==> src/rtl/fetch_unit.sv <==
// Instruction fetch: holds PC, one outstanding imem request, output reg + 1-entry skid, redirect flush.
// Latency: grant in cycle N, rvalid in N+k -> instr_valid from N+k+1.
// Backpressure: stall holds instr outputs; imem_req drops while skid full. Option: FETCH_MISALIGN_CHK_EN.
module fetch_unit #(
    parameter logic [31:0] RESET_PC  = 32'h0000_0000,
    parameter logic [31:0] NOP_INSTR = 32'h0000_0013
) (
    input  logic        clk,
    input  logic        reset,
    output logic        imem_req,
    output logic [31:0] imem_addr,
    input  logic        imem_gnt,
    input  logic        imem_rvalid,
    input  logic [31:0] imem_rdata,
    input  logic        stall,
    input  logic        redirect,
    input  logic [31:0] redirect_pc,
    output logic        instr_valid,
    output logic [31:0] instr,
    output logic [31:0] instr_pc
`ifdef FETCH_MISALIGN_CHK_EN
    ,
    output logic        fetch_misaligned
`endif
);

    typedef enum logic [1:0] {S_REQ, S_WAIT, S_DROP} state_t;

    state_t      state, state_nxt;
    logic [31:0] pc, pc_nxt;
    logic [31:0] redirect_tgt;
    logic        halt;
    logic        deliver;
    logic        consume;
    logic        skid_valid;
    logic [31:0] skid_instr;
    logic [31:0] skid_pc;

`ifdef FETCH_MISALIGN_CHK_EN
    assign redirect_tgt = redirect_pc;
    assign halt         = fetch_misaligned;

    // Sticky until reset or an aligned redirect; while set no fetch is issued.
    always_ff @(posedge clk) begin
        if (reset)
            fetch_misaligned <= 1'b0;
        else if (redirect)
            fetch_misaligned <= (redirect_pc[1:0] != 2'b00);
    end
`else
    logic unused_redirect_lsb;
    assign unused_redirect_lsb = ^redirect_pc[1:0];
    assign redirect_tgt        = {redirect_pc[31:2], 2'b00};
    assign halt                = 1'b0;
`endif

    assign imem_addr = pc;
    assign consume   = instr_valid & ~stall;

    always_comb begin
        state_nxt = state;
        pc_nxt    = pc;
        imem_req  = 1'b0;
        deliver   = 1'b0;
        case (state)
            S_REQ: begin
                imem_req = ~skid_valid & ~halt & ~reset;
                if (redirect) begin
                    pc_nxt = redirect_tgt;
                    if (imem_req & imem_gnt)
                        state_nxt = S_DROP;
                end else if (imem_req & imem_gnt) begin
                    state_nxt = S_WAIT;
                end
            end
            S_WAIT: begin
                if (imem_rvalid) begin
                    state_nxt = S_REQ;
                    if (redirect) begin
                        pc_nxt = redirect_tgt;
                    end else begin
                        deliver = 1'b1;
                        pc_nxt  = pc + 32'd4;
                    end
                end else if (redirect) begin
                    pc_nxt    = redirect_tgt;
                    state_nxt = S_DROP;
                end
            end
            S_DROP: begin
                // The in-flight response belongs to the old path; only the PC follows redirects.
                if (redirect)
                    pc_nxt = redirect_tgt;
                if (imem_rvalid)
                    state_nxt = S_REQ;
            end
            default: state_nxt = S_REQ;
        endcase
    end

    always_ff @(posedge clk) begin
        if (reset) begin
            state <= S_REQ;
            pc    <= RESET_PC;
        end else begin
            state <= state_nxt;
            pc    <= pc_nxt;
        end
    end

    always_ff @(posedge clk) begin
        if (reset || redirect) begin
            instr_valid <= 1'b0;
            instr       <= NOP_INSTR;
            skid_valid  <= 1'b0;
            if (reset) begin
                instr_pc   <= 32'h0;
                skid_instr <= 32'h0;
                skid_pc    <= 32'h0;
            end
        end else if (consume && skid_valid) begin
            instr       <= skid_instr;
            instr_pc    <= skid_pc;
            instr_valid <= 1'b1;
            // A word landing while the skid drains refills it immediately.
            if (deliver) begin
                skid_instr <= imem_rdata;
                skid_pc    <= pc;
            end else begin
                skid_valid <= 1'b0;
            end
        end else if (deliver && (!instr_valid || consume)) begin
            instr       <= imem_rdata;
            instr_pc    <= pc;
            instr_valid <= 1'b1;
        end else if (deliver) begin
            skid_instr <= imem_rdata;
            skid_pc    <= pc;
            skid_valid <= 1'b1;
        end else if (consume) begin
            instr_valid <= 1'b0;
            instr       <= NOP_INSTR;
        end
    end

endmodule

==> config.mk <==
export PLATFORM = sky130hd
export DESIGN_NAME = fetch_unit
export DESIGN_NICKNAME = d
export VERILOG_FILES = /design/src/rtl/fetch_unit.sv
export SDC_FILE = /design/constraint.sdc
export NUM_CORES = 1
export LEC_CHECK = 0
export ABC_CLOCK_PERIOD_IN_PS = 5250
export CAP_MARGIN = 30
export CORE_MARGIN = 3
export CORE_UTILIZATION = 40
export DETAILED_ROUTE_END_ITERATION = 16
export PLACE_DENSITY = 0.63
export SKIP_CTS_REPAIR_TIMING = 1
export SYNTH_ARGS = -nofsm -noshare
export SYNTH_HDL_FRONTEND = slang
export SYNTH_SLANG_ARGS = --single-unit
==> constraint.sdc <==
create_clock -name clk -period 5.25 [get_ports clk]
set_input_delay 0.525 -clock clk [delete_from_list [all_inputs] [get_ports clk]]
set_output_delay 0.525 -clock clk [all_outputs]
set_load 0.02 [all_outputs]
Word level (Yosys, flattened, before mapping)

Cells that the tools add are included.

Register bits after elaboration: 164
Input port bits: 70
Output and inout bits: 98
Word-level logic and storage cells: 80

Add/sub/neg operators: 1
Eq/ne operators: 10
Multiplexer cells: 39
Bitwise gates (word level): 6
Reduce and logical (&&, ||, !) cells: 16

Operators with widths:

| operator              | count |
|---|---|
| $mux 32               | 19 |
| $pmux 32 s2           | 1 |
| $add 32x3->32 const B | 1 |
| $mux 1                | 12 |
| $mux 2                | 6 |
| $ne 2x2->1 const B    | 5 |
| $ne 3x3->1 const B    | 2 |
| $pmux 2 s3            | 1 |
| $reduce_and 2->1      | 3 |
| $reduce_and 3->1      | 2 |
| $reduce_bool 3->1     | 2 |
| $reduce_bool 2->1     | 2 |
| $and 1x1->1           | 3 |
| $ne 3x1->1 const B    | 1 |
| $not 1->1             | 3 |
| $eq 2x1->1 const B    | 1 |
| $eq 2x2->1 const B    | 1 |
| $logic_and 1x1->1     | 2 |
| $logic_not 2->1       | 1 |
| $logic_or 1x1->1      | 2 |
| $reduce_or 2->1       | 1 |
| $logic_not 1->1       | 1 |

Depth between registers and ports, before layout

Gate-level depths: netlist of run 1.

Depth after elaboration: 7
Mapped depth: 9
Gate-level depth less buffers: 6

Least setup slack after synthesis of run 1

OpenSTA, ideal clock, no wires.

Kind: input-to-reg
Start point: input imem_rvalid
End point: register skid_instr[0] (enable)
Setup time: 0.690 ns
Data arrival time: 2.248 ns
Required time: 4.560 ns
Path slack: 2.312 ns
Cell stages on the path: 6
Path buffers: 2
Cells stage by stage: and3b_1 > buf_4 > clkbuf_1 > nand2_1 > nand2_1 > nand2_1

Cells in the longest elaborated chain, start to end: 5

Ends and longest elaborated chain:

| what                       | RTL line | source |
|---|---|---|
| from (decl)                | 13       | `input logic imem_rvalid,` |
| $mux 1                     | 77       | `if (imem_rvalid) begin` |
| $mux 1                     | 65       | `case (state)` |
| $logic_and 1x1->1          | 132      | `end else if (deliver && (!instr_valid \|\| consume)) begin` |
| $ne 3x3->1 (no line)       | -        |  |
| $reduce_and 2->1 (no line) | -        |  |
| to (signal assigned)       | 127      | `skid_instr <= imem_rdata;` |
| to (signal assigned)       | 137      | `skid_instr <= imem_rdata;` |
| to (decl)                  | 36       | `logic [31:0] skid_instr;` |

No other way between the ends.
A chain may end at the register's enable or synchronous reset.

Worst setup path in the final report of run 1

Start point: input imem_rvalid
End point: register skid_pc[14] (enable)

Cells in the longest elaborated chain, start to end: 5

Ends and longest elaborated chain:

| what                       | RTL line | source |
|---|---|---|
| $mux 1                     | 77       |  |
| $mux 1                     | 65       |  |
| $logic_and 1x1->1          | 132      |  |
| $ne 3x3->1 (no line)       | -        |  |
| $reduce_and 2->1 (no line) | -        |  |
| to (signal assigned)       | 128      | `skid_pc <= pc;` |
| to (signal assigned)       | 138      | `skid_pc <= pc;` |
| to (decl)                  | 37       | `logic [31:0] skid_pc;` |

No other way between the ends.

==> metrics.md, run 1 <==
| Metric | Value |
|---|---|
| Status | `complete, no violations` |
| Yosys cell types | `75` |
| Required time worst endpoint | `about 5.4 ns` |
| Final #Nets | `between 1,000 and 1,500` |
| Crit path largest cell delay | `between 0.8 and 0.9 ns` |
| Die Y | `around 150 um` |
| Critical path type | `input pin to flop` |
| Compound-gate portion of the synthesized area | `0.187` |
| CP Cell Sequence | `clkdlybuf4s50_1, and3b_1, buf_4, nand2_1, nand2_1, nand2_2, buf_4` |
| Seq pwr share | `0.493` |
| Die Area | `21,400 um2` |
| Yosys warnings | `0` |
| Gate count after technology mapping | `around 850` |
| Initial cell density of the core | `0.414` |
| Htree depth | `4` |
| Sw Ratio | `0.261` |
| Initial antenna violation count | `0` |
| Max-cap violations | `0` |
| Multi-input logic area | `between 3000 and 4000 um2` |
| Register-to-register setup slack | `roughly 2.3 ns` |
| Seq cells post-synth | `between 150 and 200` |
| CTS Sinks | `164` |
| Die width | `between 100 and 150 um` |
| Gr ovfl total | `0` |
| Number of synthesized flops with an enable pin | `96` |
| Fin crit share | `0.588` |
| Comb pwr share | `0.105` |
| All-Layer GR Usage | `0.217` |
| # diodes | `0` |
| Clock tree buffer depth | `2` |
| XOR/XNOR Fraction of Synth Area | `0.00333` |
| Hold WC Path Type | `flop to flop` |
| Final core utilization | `0.539` |
| Worst-path maximum fanout | `31` |
| HPWL after DPL | `between 15,000 and 20,000 um` |
| Critical path startpoint category | `input pin` |
| Share of Yosys cell area claimed by the top area cell type | `0.366` |
| Cell Rows | `50` |
| Multiplexer share of the synthesized area | `0.00921` |
| First-pass GRT wire length | `37,500 um` |
| CTS tree | `done` |
| RSZ-0062 raised after global routing | `false` |
| Slew HR | `0.459` |
| Pwr Density | `between 200 and 300 nW/um2` |
| Routed Antenna Nets | `0` |
| Main synth FF type | `edfxtp_1` |
| DRC viols | `0` |
| Largest family of logic cells by synthesized area | `simple AND/OR/NAND/NOR gates` |
| Num CTS Buffers | `17` |
| Mapped cell area | `about 7900 um2` |
| Largest net degree at the start of global routing | `110` |
| Post-synth ARST share | `0` |
| P_sw | `about 0.8 mW` |
| Period minus WS final | `approximately 3 ns` |
| Max Fclk | `approximately 320 MHz` |
| Arrival time of the worst setup path | `about 3.2 ns` |
| Clock power share | `0.401` |
| Vias | `roughly 7,100` |
| Io pins | `around 170` |
| Gpl congestion | `between 0.8 and 0.9` |
| Power Internal | `2.23 mW` |
| IO Port Bufs | `roughly 170` |
| Fraction of layout cells with a size suffix above 1 | `0.0704` |
| Clock skew | `roughly 0.011 ns` |
| Worst slew pin tran | `0.812 ns` |
| Fillcell total | `between 1,500 and 2,000` |
| Vias in the first global route | `6,606` |
| Avg Cell Area, Syn | `between 9 and 10 um2` |
| DR WL/cell | `~19 um` |
| Syn Nets | `approximately 930` |
| Final Setup Violations | `0` |
| DR pass1 iterations | `6` |
| Core area | `19,000 um2` |
| Skew-Pair Late Insertion Delay | `0.42 ns` |
| Crit-path slowest cell | `clkdlybuf4s50_1` |
| Clock root buffer | `clkbuf_16` |
| Final Power | `3.03 mW` |
| Slew Limit Fails | `0` |
| Seq/Total Area, Yosys | `0.538` |
| Dominant cell type by area after synthesis | `edfxtp_1` |
| Clock slew at reported path FFs | `~0.070 ns` |
| Sequential Area | `between 4000 and 5000 um2` |
| Largest cells by area after synthesis | `edfxtp_1, dfxtp_1, nand2_1` |
| WHS | `0.517 ns` |
| DRT iter0 DRCs | `approximately 650` |
| Synthesized-area fraction occupied by and/or/nand/nor cells | `0.214` |
| Routed wire length | `~24,000 um` |
| Leak | `between 3 and 4 nW` |
| Maximum vdd drop | `between 200 and 250 uV` |
| DR vias/cell | `approximately 5.6` |
| Area grow syn2layout | `30.1%` |
| Synth Area in Adders | `0.00159` |
| Endpoints failing hold | `0` |
| Setup_tns | `0 ns` |
| Crit. End Element | `flop` |
-- layer usage --
layer,GRT usage,part of all wire,vias to the layer above
met2,0.336,0.46,290
met4,0.0616,0.015,0
met1,0.298,0.44,3379
li1,-,-,3374
met5,0,0,-
met3,0.0636,0.089,25
-- synth_stat cells (3+ instances only) --
cell type / n
nand4_1: 11
o22ai_1: 9
buf_4: 3
nor2_1: 61
dfxtp_1: 68
a222oi_1: 30
edfxtp_1: 96
nand2_1: 230
and4_1: 4
o221ai_1: 4
a31oi_1: 3
nor2b_1: 5
a21oi_1: 116
inv_1: 7
a22oi_1: 6
nand2b_1: 4
a211oi_1: 6
buf_2: 14
clkbuf_1: 47
nor4_1: 7
a32o_1: 3
and3_1: 4
nor4_2: 3
nor3_1: 8
buf_6: 5
or3_1: 5
mux2i_1: 5
nand3_1: 12
or2_2: 3
o21ai_0: 15
a221oi_1: 3
and2_1: 5
-- cells in the final DEF (no fill, tap or decap), types with 15 or more instances in the layout --
| master | instances |
|---|---|
| a21oi_1 | 116 |
| dfxtp_1 | 68 |
| nor2_1 | 60 |
| edfxtp_1 | 96 |
| clkdlybuf4s50_1 | 165 |
| a222oi_1 | 30 |
| nand2_1 | 228 |
| clkbuf_16 | 18 |
| o21ai_0 | 15 |
-- cell type report --
cell class	instances	area share
sequential	164	0.414
multi-input combinational	610	0.321
timing repair buffer	179	0.174
clock buffer	19	0.0453
tap	260	0.0317
clock inverter	13	0.0112
inverter	9	0.00330
-- worst paths after layout --
| check | start | endpoint | cells past startpoint |
|---|---|---|---|
| worst max-delay path | imem_rvalid | skid_pc[14] | 7 |
| worst min-delay path | imem_addr[0] | imem_addr[0] | 1 |
| worst max register to register | state[0] | instr_pc[11] | 5 |
| worst min register to register | imem_addr[0] | imem_addr[0] | 1 |
-- metrics by stage --
| stage | std cells | setup WS (ns) | area (um2) |
|---|---|---|---|
| final | 1254 | 2.16 | 10300 |
| after global routing | 1254 | 2.00 | 10300 |
| after CTS | 1254 | 2.13 | 10300 |
| after detailed placement | 1222 | 1.72 | 9670 |
| after global placement | 1221 | 1.71 | 9650 |
| after floorplan | 854 | 2.31 | 7880 |
-- power groups by stage --
stage / sequential (mW) / combinational (mW) / clock [mW]
after floorplan: 1.53 / 0.135 / 0
after global placement: 1.52 / 0.316 / 0
after detailed placement: 1.52 / 0.320 / 0
after CTS: 1.49 / 0.321 / 1.24
after global routing: 1.50 / 0.346 / 1.29
final: 1.49 / 0.319 / 1.21
-- critical path: cells and delay by family --
kind	cells	cell delay, ns
and+or+nand+nor	4	1.16
buffers and inverters	3	1.54
-- flip-flops by register name, summed over array words and instances (netlist names) --
| register | cells |
|---|---|
| imem_addr | 32 |
| skid_valid | 1 |
| instr_valid | 1 |
| instr_pc | 32 |
| state | 2 |
| instr | 32 |
| skid_pc | 32 |
| skid_instr | 32 |
-- logic make-up (layout without fill, tap and decap cells) --
family,Yosys count,in the layout
AOI/OAI and AO/OA,224,224
adders and majority gates,1,1
xor gates and xnor gates,3,3
muxes,7,7
buffers and inverters,80,220
and+or+nand+nor,375,375
DFF,164,164
Note: power is estimated with default switching activity, not from simulation.
==> run 2: changes to the inputs <==
--- a/config.mk
+++ b/config.mk
@@ -5,12 +5,12 @@
 export SDC_FILE = /design/constraint.sdc
 export NUM_CORES = 1
 export LEC_CHECK = 0
-export ABC_CLOCK_PERIOD_IN_PS = 5250
+export ABC_CLOCK_PERIOD_IN_PS = 2660
 export CAP_MARGIN = 30
 export CORE_MARGIN = 3
 export CORE_UTILIZATION = 40
 export DETAILED_ROUTE_END_ITERATION = 16
-export PLACE_DENSITY = 0.63
+export PLACE_DENSITY = 0.66
 export SKIP_CTS_REPAIR_TIMING = 1
 export SYNTH_ARGS = -nofsm -noshare
 export SYNTH_HDL_FRONTEND = slang
==> constraint.sdc (replaced) <==
create_clock -name clk -period 2.66 [get_ports clk]
set_input_delay 0.266 -clock clk [delete_from_list [all_inputs] [get_ports clk]]
set_output_delay 0.266 -clock clk [all_outputs]
set_load 0.02 [all_outputs]
==> run 2 against run 1 <==
Against the previous run:
- via count increased by 1.9%
- cell count increased by 2.4%
- utilization up 1.5 points
- die area stayed put
- count of clock-buffer cells in the layout up 3
- sequential share of layout area down 1.1 points
- largest cell class unchanged
==> metrics.md, run 2 (synthesis results as in run 1) <==
| Metric | Value |
|---|---|
| CTS Sinks | `roughly 160` |
| Final #Nets | `approximately 1,100` |
| All-Layer GR Usage | `0.222` |
| Worst Reg-to-Reg Cells | `6` |
| Vias in the first global route | `between 6,000 and 7,000` |
| Clock root buffer | `clkbuf_16` |
| Comb pwr share | `0.114` |
| Pwr Density | `between 500 and 600 nW/um2` |
| First-pass GRT wire length | `just under 40,000 um` |
| Seq pwr share | `0.485` |
| Clock tree buffer depth | `2` |
| Min-delay src | `redirect_pc[20]` |
| WHS | `roughly 0.44 ns` |
| Gpl congestion | `about 0.9` |
| Fillcell total | `approximately 1,800` |
| Max Fclk | `roughly 430 MHz` |
| DR pass1 iterations | `6` |
| # diodes | `0` |
| P_sw | `~1.5 mW` |
| Fin crit share | `0.870` |
| Io pins | `168` |
| HPWL after DPL | `15,900 um` |
| Endpoints failing hold | `0` |
| Period minus WS final | `~2.3 ns` |
| Htree depth | `4` |
| Fraction of layout cells with a size suffix above 1 | `0.0947` |
| Sw Ratio | `0.248` |
| Worst slew pin tran | `just over 0.7 ns` |
| WHS Endpoint | `imem_addr[20]` |
| Final Setup Violations | `0` |
| Clock slew at reported path FFs | `approximately 0.070 ns` |
| Setup_tns | `0 ns` |
| Register-to-register setup slack | `roughly 0.34 ns` |
| DR vias/cell | `roughly 5.6` |
| Slew HR | `0.530` |
| Die width | `about 150 um` |
| Critical path startpoint category | `flop` |
| Die Area | `roughly 21,000 um2` |
| Critical path type | `flop to flop` |
| Slew Limit Fails | `0` |
| Hold WC Path Type | `input pin to flop` |
| Arrival time of the worst setup path | `2.62 ns` |
| Core area | `19,000 um2` |
| Reg2reg end | `instr[22]` |
| WHS Path Cells | `3` |
| Required time worst endpoint | `2.97 ns` |
| Max-cap violations | `0` |
| Commonest non-fill, non-tap cell in the layout | `nand2_1` |
| IO Port Bufs | `around 170` |
| DR WL/cell | `18.5 um` |
| RSZ-0062 raised after global routing | `false` |
| DRC viols | `0` |
| Initial antenna violation count | `0` |
| Num CTS Buffers | `17` |
| Power Internal | `between 4 and 5 mW` |
| DRT iter0 DRCs | `762` |
| Gr ovfl total | `0` |
| Commonest non-fill, non-tap cells in the layout | `nand2_1, clkdlybuf4s50_1, a21oi_1` |
| Crit. End Element | `flop` |
| Maximum vdd drop | `485 uV` |
| Area grow syn2layout | `33.6%` |
| Cell Rows | `50` |
| Routed wire length | `roughly 24,000 um` |
| Routed Antenna Nets | `0` |
| CTS tree | `done` |
| Status | `complete, no violations` |
| Vias | `around 7,000` |
| RR Startpoint | `state[1]` |
| Die Y | `~150 um` |
| Leak | `approximately 3.6 nW` |
| Skew-Pair Late Insertion Delay | `approximately 0.42 ns` |
| Clock skew | `roughly 0.0064 ns` |
| Largest net degree at the start of global routing | `56` |
| Initial cell density of the core | `0.414` |
| Worst-path maximum fanout | `29` |
| Clock power share | `0.402` |
[run 2: changes by cell type in the layout (fill, tap and decap cells not counted), sizes merged]
cell / before / now
buf: 14 / 44
bufinv: 0 / 1
clkbuf: 19 / 22
clkinv: 7 / 8
clkinvlp: 2 / 1
inv: 13 / 9
[run 2: worst max-delay path by stage]
stage / startpoint / to / cells past startpoint / slack, ns
6_report: state[1] / instr[22] / 6 / 0.34
5_1_grt: state[1] / instr[15] / 6 / 0.15
4_1_cts: state[1] / instr[22] / 6 / 0.39
3_5_place_dp: imem_rvalid / instr[22] / 6 / 0.28
3_3_place_gp: imem_rvalid / instr[22] / 6 / 0.35
2_1_floorplan: state[0] / instr_pc[0] / 6 / 0.35
[run 2: per-stage QoR]
stage / utilization / power [mW] / area (um2) / cells / setup slack, ns
finish: 0.554 / 6.03 / 10500 / 1284 / 0.345
CTS: 0.554 / 6.07 / 10500 / 1284 / 0.390
detailed placement: 0.523 / 3.66 / 9950 / 1252 / 0.282
floorplan: - / 3.29 / 7890 / 854 / 0.354
global placement: 0.523 / 3.65 / 9950 / 1252 / 0.351
global route: 0.554 / 6.26 / 10500 / 1284 / 0.149
[run 2: worst max-delay path: stages (launching register included)]
cell,delay [ns]
dfxtp_1,0.65
and2_1,0.56
nor3_4,0.15
and2_1,0.19
buf_4,0.24
a222oi_1,0.33
nor2_1,0.07
[run 2: cell type report]
| type | instances | area, um2 | area share |
|---|---|---|---|
| Inverter | 9 | 33.8 | 0.00321 |
| Clock inverter | 10 | 95.1 | 0.00903 |
| Tap cell | 260 | 325 | 0.0309 |
| Multi-Input combinational cell | 610 | 3290 | 0.312 |
| Timing Repair Buffer | 209 | 2060 | 0.195 |
| Clock buffer | 22 | 485 | 0.0461 |
| Sequential cell | 164 | 4240 | 0.403 |
[run 2: layer usage]
metal | global-route usage | vias to the layer above | part of all wire
met5 | 0 | - | 0
met4 | 0.0687 | 0 | 0.023
met3 | 0.0673 | 35 | 0.094
met2 | 0.347 | 327 | 0.46
met1 | 0.298 | 3412 | 0.43
li1 | - | 3425 | -
[run 2: power groups by stage]
stage               clock network, mW  logic, mW  registers, mW
finish                           2.42      0.687           2.92
global route                     2.58      0.743           2.94
CTS                              2.46      0.689           2.92
detailed placement                  0      0.687           2.98
global placement                    0      0.679           2.97
floorplan                           0      0.267           3.02
